### src/rtl/sdram_pkg.sv
// Shared SDRAM definitions: command encodings, bus widths and fixed address patterns.
package sdram_pkg;

  localparam int SDRAM_ADDR_W = 13;
  localparam int SDRAM_BA_W   = 2;

  // A10 high during PRECHARGE selects all banks.
  localparam logic [SDRAM_ADDR_W-1:0] A10_PRECHARGE_ALL = 13'h0400;

  // {cs_n, ras_n, cas_n, we_n}
  typedef enum logic [3:0] {
    CMD_LOAD_MODE    = 4'b0000,
    CMD_AUTO_REFRESH = 4'b0001,
    CMD_PRECHARGE    = 4'b0010,
    CMD_NOP          = 4'b0111,
    CMD_INHIBIT      = 4'b1111
  } sdram_cmd_t;

endpackage

### src/rtl/flex_counter.sv
// Rollover delay counter. Counts while enabled; the flag is high during the
// cycle in which the count equals rollover_val, so a consumer that advances on
// the flag spends exactly rollover_val+1 enabled cycles waiting.
module flex_counter #(
  parameter int NUM_CNT_BITS = 4
) (
  input  logic                    clk,
  input  logic                    n_rst,
  input  logic                    clear,
  input  logic                    count_enable,
  input  logic [NUM_CNT_BITS-1:0] rollover_val,
  output logic                    rollover_flag
);

  logic [NUM_CNT_BITS-1:0] count_r;
  logic [NUM_CNT_BITS-1:0] count_next_s;

  // Next count: clear wins, then wrap at rollover_val, otherwise increment while enabled.
  always_comb begin
    count_next_s = count_r;
    if (clear) begin
      count_next_s = {NUM_CNT_BITS{1'b0}};
    end else if (count_enable) begin
      if (count_r == rollover_val) begin
        count_next_s = {NUM_CNT_BITS{1'b0}};
      end else begin
        count_next_s = count_r + NUM_CNT_BITS'(1);
      end
    end else begin
      count_next_s = count_r;
    end
  end

  // Count register, zero out of reset.
  always_ff @(posedge clk or negedge n_rst) begin
    if (!n_rst) begin
      count_r <= {NUM_CNT_BITS{1'b0}};
    end else begin
      count_r <= count_next_s;
    end
  end

  // Flag is only meaningful while counting; an idle counter never signals rollover.
  always_comb begin
    rollover_flag = count_enable && (count_r == rollover_val);
  end

endmodule

### src/rtl/sdram_init_seq.sv
// SDRAM power-up initialization sequencer: power-up wait, PRECHARGE ALL,
// two AUTO REFRESH, LOAD MODE REGISTER, then init_done. All delays come
// from a single flex_counter driven per state.
module sdram_init_seq
  import sdram_pkg::*;
#(
  parameter int                      CNT_BITS  = 15,
  parameter int                      T_POWERUP = 20000,
  parameter int                      T_RP      = 3,
  parameter int                      T_RFC     = 8,
  parameter int                      T_MRD     = 2,
  parameter logic [SDRAM_ADDR_W-1:0] MODE_REG  = 13'h0032
) (
  input  logic                    clk,
  input  logic                    n_rst,
  input  logic                    reinit,
  output logic                    cke,
  output logic [3:0]              cmd,
  output logic [SDRAM_ADDR_W-1:0] addr,
  output logic [SDRAM_BA_W-1:0]   ba,
  output logic                    init_done
);

  typedef enum logic [3:0] {
    ST_POWERUP   = 4'd0,
    ST_PRECHARGE = 4'd1,
    ST_WAIT_RP   = 4'd2,
    ST_REFRESH1  = 4'd3,
    ST_WAIT_RFC1 = 4'd4,
    ST_REFRESH2  = 4'd5,
    ST_WAIT_RFC2 = 4'd6,
    ST_LOAD_MODE = 4'd7,
    ST_WAIT_MRD  = 4'd8,
    ST_DONE      = 4'd9
  } state_t;

  // Wait states are entered with the counter at zero (cleared by the preceding
  // command state), so a gap of T cycles between commands needs T-2 here.
  // POWERUP starts from the reset value and covers the whole T_POWERUP window.
  localparam logic [CNT_BITS-1:0] RV_POWERUP = CNT_BITS'(T_POWERUP - 1);
  localparam logic [CNT_BITS-1:0] RV_RP      = CNT_BITS'(T_RP - 2);
  localparam logic [CNT_BITS-1:0] RV_RFC     = CNT_BITS'(T_RFC - 2);
  localparam logic [CNT_BITS-1:0] RV_MRD     = CNT_BITS'(T_MRD - 2);

  state_t                  state_r;
  state_t                  next_state_s;
  logic                    clear_s;
  logic                    count_en_s;
  logic [CNT_BITS-1:0]     rollover_val_s;
  logic                    rollover_flag_s;
  sdram_cmd_t              cmd_s;
  logic [SDRAM_ADDR_W-1:0] addr_s;
  logic [SDRAM_BA_W-1:0]   ba_s;
  logic                    done_s;

  flex_counter #(
    .NUM_CNT_BITS (CNT_BITS)
  ) u_delay_cnt (
    .clk           (clk),
    .n_rst         (n_rst),
    .clear         (clear_s),
    .count_enable  (count_en_s),
    .rollover_val  (rollover_val_s),
    .rollover_flag (rollover_flag_s)
  );

  // State register; reset always restarts the sequence at POWERUP.
  always_ff @(posedge clk or negedge n_rst) begin
    if (!n_rst) begin
      state_r <= ST_POWERUP;
    end else begin
      state_r <= next_state_s;
    end
  end

  // Next state: reinit overrides everything, waits advance on rollover, commands last one cycle.
  always_comb begin
    next_state_s = state_r;
    if (reinit) begin
      next_state_s = ST_POWERUP;
    end else begin
      case (state_r)
        ST_POWERUP:   next_state_s = rollover_flag_s ? ST_PRECHARGE : ST_POWERUP;
        ST_PRECHARGE: next_state_s = ST_WAIT_RP;
        ST_WAIT_RP:   next_state_s = rollover_flag_s ? ST_REFRESH1 : ST_WAIT_RP;
        ST_REFRESH1:  next_state_s = ST_WAIT_RFC1;
        ST_WAIT_RFC1: next_state_s = rollover_flag_s ? ST_REFRESH2 : ST_WAIT_RFC1;
        ST_REFRESH2:  next_state_s = ST_WAIT_RFC2;
        ST_WAIT_RFC2: next_state_s = rollover_flag_s ? ST_LOAD_MODE : ST_WAIT_RFC2;
        ST_LOAD_MODE: next_state_s = ST_WAIT_MRD;
        ST_WAIT_MRD:  next_state_s = rollover_flag_s ? ST_DONE : ST_WAIT_MRD;
        ST_DONE:      next_state_s = ST_DONE;
        default:      next_state_s = ST_POWERUP;
      endcase
    end
  end

  // Moore decode of bus command, address and counter control from the state register.
  always_comb begin
    cmd_s          = CMD_NOP;
    addr_s         = {SDRAM_ADDR_W{1'b0}};
    ba_s           = {SDRAM_BA_W{1'b0}};
    done_s         = 1'b0;
    clear_s        = reinit;
    count_en_s     = 1'b0;
    rollover_val_s = {CNT_BITS{1'b0}};
    case (state_r)
      ST_POWERUP: begin
        count_en_s     = 1'b1;
        rollover_val_s = RV_POWERUP;
      end
      ST_PRECHARGE: begin
        cmd_s   = CMD_PRECHARGE;
        addr_s  = A10_PRECHARGE_ALL;
        clear_s = 1'b1;
      end
      ST_WAIT_RP: begin
        count_en_s     = 1'b1;
        rollover_val_s = RV_RP;
      end
      ST_REFRESH1, ST_REFRESH2: begin
        cmd_s   = CMD_AUTO_REFRESH;
        clear_s = 1'b1;
      end
      ST_WAIT_RFC1, ST_WAIT_RFC2: begin
        count_en_s     = 1'b1;
        rollover_val_s = RV_RFC;
      end
      ST_LOAD_MODE: begin
        cmd_s   = CMD_LOAD_MODE;
        addr_s  = MODE_REG;
        clear_s = 1'b1;
      end
      ST_WAIT_MRD: begin
        count_en_s     = 1'b1;
        rollover_val_s = RV_MRD;
      end
      ST_DONE: begin
        done_s = 1'b1;
      end
      default: begin
        cmd_s = CMD_NOP;
      end
    endcase
  end

  // Pins: while reset is held the bus is parked (CKE low, INHIBIT); released, it follows the decode.
  always_comb begin
    if (!n_rst) begin
      cke       = 1'b0;
      cmd       = CMD_INHIBIT;
      addr      = {SDRAM_ADDR_W{1'b0}};
      ba        = {SDRAM_BA_W{1'b0}};
      init_done = 1'b0;
    end else begin
      cke       = 1'b1;
      cmd       = cmd_s;
      addr      = addr_s;
      ba        = ba_s;
      init_done = done_s;
    end
  end

endmodule
### config.mk
export PLATFORM = sky130hd
export DESIGN_NAME = sdram_init_seq
export DESIGN_NICKNAME = d
export VERILOG_FILES = /design/src/rtl/sdram_pkg.sv /design/src/rtl/flex_counter.sv /design/src/rtl/sdram_init_seq.sv
export SDC_FILE = /design/constraint.sdc
export NUM_CORES = 1
export LEC_CHECK = 0
export CORE_MARGIN = 2
export CORE_UTILIZATION = 40
export DETAILED_ROUTE_END_ITERATION = 8
export GPL_TIMING_DRIVEN = 0
export PLACE_DENSITY = 0.76
export SLEW_MARGIN = 20
export SYNTH_ARGS = -nofsm -noshare
export SYNTH_HDL_FRONTEND = slang
export SYNTH_SLANG_ARGS = --single-unit
### constraint.sdc
create_clock -name clk -period 4.4 [get_ports clk]
set_input_delay 0.88 -clock clk [delete_from_list [all_inputs] [get_ports clk]]
set_output_delay 0.88 -clock clk [all_outputs]
set_load 0.01 [all_outputs]
# ---- Word level (Yosys, flattened, before mapping)
# Cells that the tools add are included.
dict set report word_totals {
  word_cells 40
  rom_bits 0
  n_memories 0
  out_inout_bits 21
  reg_bits 19
  input_bits 3
  ram_bits 0
  latchBits 0
}
dict set report classes {
  n_shift 0
  n_addsub 1
  mux 20
  eq_ne 10
  bitwise 0
  mul 0
  n_div 0
  n_lt_le_gt_ge 0
  reduce_logical 7
}
# cell count
set ops {}
lappend ops {{two-way mux 15 bit} 3}
lappend ops {{one-hot mux 15 bit (3 select lines)} 1}
lappend ops {{one-hot mux 4 bit (10 select lines)} 1}
lappend ops {{one-hot mux 11 bit (2 select lines)} 1}
lappend ops {{== test 4 x 3 -> 1 bit, second input constant} 4}
lappend ops {{adder 15 x 1 -> 15 bit, second input constant} 1}
lappend ops {{== test 15 bit} 1}
lappend ops {{two-way mux 11 bit} 1}
lappend ops {{two-way mux 1 bit} 10}
lappend ops {{one-hot mux 3 bit (3 select lines)} 1}
lappend ops {{== test 4 x 2 -> 1 bit, second input constant} 2}
lappend ops {{== test 4 bit, second input constant} 2}
lappend ops {{two-way mux 4 bit} 2}
lappend ops {{OR reduction 5 bit} 1}
lappend ops {{== test 4 x 1 -> 1 bit, second input constant} 1}
lappend ops {{zero test 4 bit} 1}
lappend ops {{OR reduction 2 bit} 2}
lappend ops {{OR reduction 4 bit} 1}
lappend ops {{nonzero test 2 bit} 1}
lappend ops {{logical AND 1 bit} 1}

# ---- Depth between registers and ports, before layout
dict set report depth {
  ltp_word 8
  depth_mapped 8
  mapped_depth_nobuf 7
}

# ---- Cells and area by module
# From an unflattened synthesis, not the netlist that was laid out.
dict set report unflattened {
  hier_cells 175
  hier_area_um2 1500.2
}
# module area_each_um2 seq_area_each_um2 cells_each n_inst
set modules_own_cells {}
lappend modules_own_cells {flex_counter 1074.8 375.4 124 1}
lappend modules_own_cells {sdram_init_seq 425.4 100.1 51 1}

# ---- Least setup slack after synthesis
# No wires, ideal clock.
dict set report synth_timing {
  kind {input port to output port}
  startpoint {in n_rst}
  endpoint {out addr[4]}
  t_required_ns 3.520
  arrival_ns 1.438
  n_path_buf 1
  path_slack_ns 2.082
  cell_stages 3
  cell_sequence {nand2_1 -> nor2_1 -> buf_4}
}
dict set report synth_between {
  elab_chain_len 1
}
# element line_no
set synth_rtl {}
lappend synth_rtl {{from (decl)} sdram_init_seq.sv:15} ;# input logic n_rst,
lappend synth_rtl {{two-way mux 11 bit} sdram_init_seq.sv:149} ;# if (!n_rst) begin
lappend synth_rtl {{to (decl)} sdram_init_seq.sv:19} ;# output logic [SDRAM_ADDR_W-1:0] addr,
# Every way passes these cells.

# ---- Final worst setup path
dict set report layout_timing {
  startpoint {in n_rst}
  endpoint {out addr[5]}
}
# Same word-level chain as after synthesis.

==> impl_metrics.py <==
metrics = {
    "synth": {
        "postSynthAreaPerCell_um2": 8.87,
        "ys.warnings.count": 0,
        "postSynth.asyncResetShare": 1.00,
        "postSynthRegisterBits": 19,
        "post_synth_num_cell_types": 41,
        "synth_top_area_cell": "dfrtp_1",
        "synth_top_flop_cell": "dfrtp_1",
        "synthDominantCellAreaShare": 0.355,
        "synth_area_um2": 1340,
        "count_of_flip_flops_with_a_built_in_enable_after_synthesis": 0,
        "synth_top_cells_by_area": "dfrtp_1 36%, buf_4 8.4%, nor2_1 4.8%",
        "ys_seq_area_frac": 0.355,
        "post_synth_inst_count": 151,
    },
    "run_status": {
        "status": "finished clean",
    },
    "sta": {
        "min_period_ns": 3.23,
        "slew_viol_final": 0,
        "setup-tns-final_ns": 0,
        "fmaxAchievable_ghz": 0.309,
        "finalHoldViolations": 0,
        "unrepaired_setup_endpoints_after_global_routing": "no",
        "finalSetupViolCount": 0,
        "post-route-period-util": 0.735,
        "skew_ns": 0.0126,
    },
    "global_route": {
        "antenna_violations_before_repair": 0,
        "globalRoute.totalOverflow": 0,
        "grt_start_max_net_pins": 24,
        "grt_use_total": 0.158,
        "grt_pass1_wl_mm": 4.40,
        "first_global_vias": 960,
    },
    "place": {
        "gp_congestion": 0.837,
        "detail_placement_hpwl_mm": 1.90,
        "placed_cells_incl_taps": 218,
        "port_buffers": 11,
    },
    "setup_path": {
        "critPathRequiredTime_ns": 3.52,
        "timing.critical_path.arrival_ns": 2.35,
        "r2r-start": "u_delay_cnt.count_r[3]",
        "setup.worst_path.class": "primary input to output port",
        "worst_setup_path_start_kind": "primary input",
        "crit_fanout": 23,
        "reg2reg_depth": 6,
        "endpoint_kind": "output port",
        "rrSetupSlack_ns": 2.54,
        "rr_endpoint": "u_delay_cnt.count_r[14]",
    },
    "routing": {
        "route.detailed.wl_per_inst_um": 11.6,
        "drtPass1Iterations": 4,
        "drt_iter0_drc": 35,
        "routed_via_density": 5.00,
        "antenna_left": 0,
        "vias": 1111,
        "drcViolationCount": 0,
        "total_wirelength_of_the_detailed_routed_design_mm": 2.58,
    },
    "cts": {
        "cts_hold_buffers": 0,
        "cts.sinks": 19,
        "worst_skew_pair.late_latency_ns": 0.31,
        "cts_buffers": 3,
        "cts.path.max_buffers": 2,
        "h-tree-depth": 1,
        "postCtsResizedCells": 0,
        "post-cts-setup-buffer-count": 0,
        "clkSlewWorstSetupHoldPaths_ns": 0.12,
        "clock-root-buffer": "clkbuf_4",
        "cts_tree": "done",
    },
    "floorplan": {
        "fp.coreArea_um2": 3280,
        "die_height_um": 61.9,
        "die-width_um": 61.9,
        "rows": 21,
        "dieArea_um2": 3830,
        "num_io_pins": 24,
        "initial_core_util": 0.408,
    },
    "pwr": {
        "pwr_density_cell_nw_per_um2": 196,
        "portion_of_total_power_attributed_to_sequential_cells": 0.587,
        "ir_worst_vdd_v": 0.000167,
        "pwr-share-clk": 0.299,
        "combPwrFrac": 0.114,
        "cellInternalPower_uw": 226,
        "switching_share": 0.265,
        "net-switching-power_uw": 81.5,
        "p_leak_uw": 0.000681,
    },
    "min_path": {
        "worstHoldPathType": "primary input to async pin",
    },
    "finish": {
        "nFillCells": 314,
        "finish.cell_count_without_fillers": 222,
        "fraction_of_final_layout_cells_sized_beyond_drive_strength_1": 0.210,
        "area_delta_synth_final_pct": 17.0,
        "final_net_count": 181,
        "diodes_inserted": 0,
    },
    "job": {
        "drv_cap": 0,
    },
}
==> final cells by class <==
cell class                 count  area (um^2)  area share
clock buffer                   3         22.5      0.0144
clock inverter                 1         5.00     0.00319
multi-input combinational    117          734       0.469
inverter                       5         18.8      0.0120
sequential                    19          475       0.304
tap                           46         57.6      0.0367
buffer                        20          148      0.0942
timing repair buffer          11          105      0.0671
==> power groups by stage <==
stage / Clock [uW] / Combinational (uW) / Sequential (uW)
after floorplan: 0 / 26.5 / 183
after global routing: 101 / 40.8 / 181
final: 92.1 / 35.1 / 181
after CTS: 94.3 / 35.7 / 180
after global placement: 0 / 35.3 / 184
after detailed placement: 0 / 35.5 / 184
==> flip-flops by register name, summed over array words and instances (netlist names) <==
| signal | count |
|---|---|
| u_delay_cnt.count_r | 15 |
| state_r | 4 |
==> worst max-delay path by stage <==
stage | start | end | slack, ns | cells past startpoint
after floorplan | n_rst | addr[4] | 2.08 | 3
after global placement | n_rst | addr[4] | 0.32 | 5
after detailed placement | n_rst | addr[5] | 0.29 | 5
after CTS | n_rst | addr[5] | 0.28 | 5
after global routing | n_rst | addr[5] | 0.96 | 5
final | n_rst | addr[5] | 1.17 | 5
==> routing by layer <==
metal | vias up | routed length, um | GRT usage
li1 | 552 | - | -
met1 | 522 | 1210 | 0.206
met2 | 32 | 1200 | 0.259
met3 | 5 | 114 | 0.0248
met4 | 0 | 53 | 0.0729
met5 | - | 0 | 0
==> kinds of logic after synthesis <==
family / count (synthesis) / share of synthesized area
xor+xnor: 10 / 0.0654
fa+ha+maj: 1 / 0.00934
other cells: 1 / 0.00280
buf+inv: 25 / 0.124
mux: 1 / 0.0103
simple gates: 69 / 0.276
compound gates: 25 / 0.157
flops: 19 / 0.355
==> critical path, cell delays in order <==
cell and delay [ns]:
buf_2 0.39, nand2_1 0.19, nor2_1 0.22, buf_4 0.14, clkdlybuf4s50_1 0.52
==> layout by cell type, fill, tap and decap left out, types with 4 or more instances in the layout <==
cell type / n
dfrtp_1: 19
nor2_1: 17
buf_4: 15
nand2_1: 13
nand3_1: 12
conb_1: 11
clkdlybuf4s50_1: 10
a21oi_1: 9
nor3_1: 8
xor2_1: 6
xnor2_1: 4
inv_1: 4
==> stage by stage <==
| stage | utilization | cell area (um^2) | hold WS [ns] | setup slack [ns] | total power [uW] |
|---|---|---|---|---|---|
| global route | 0.477 | 1570 | 0.546 | 0.963 | 323 |
| finish | 0.477 | 1570 | 0.502 | 1.17 | 308 |
| detailed placement | 0.470 | 1540 | 0.528 | 0.286 | 219 |
| global placement | 0.470 | 1540 | 0.518 | 0.319 | 219 |
| floorplan | - | 1380 | 0.476 | 2.08 | 209 |
| CTS | 0.478 | 1570 | 0.546 | 0.280 | 311 |
==> synth_stat cells, types with 3 or more instances <==
cell	count
xnor2_1	4
nand2_1	13
nand3_1	12
xor2_1	6
nor2_1	17
a31oi_1	3
a21oi_1	9
buf_4	15
dfrtp_1	19
nand4_1	3
nor3_1	8
inv_1	4
Power figures use the tool's default switching activity.
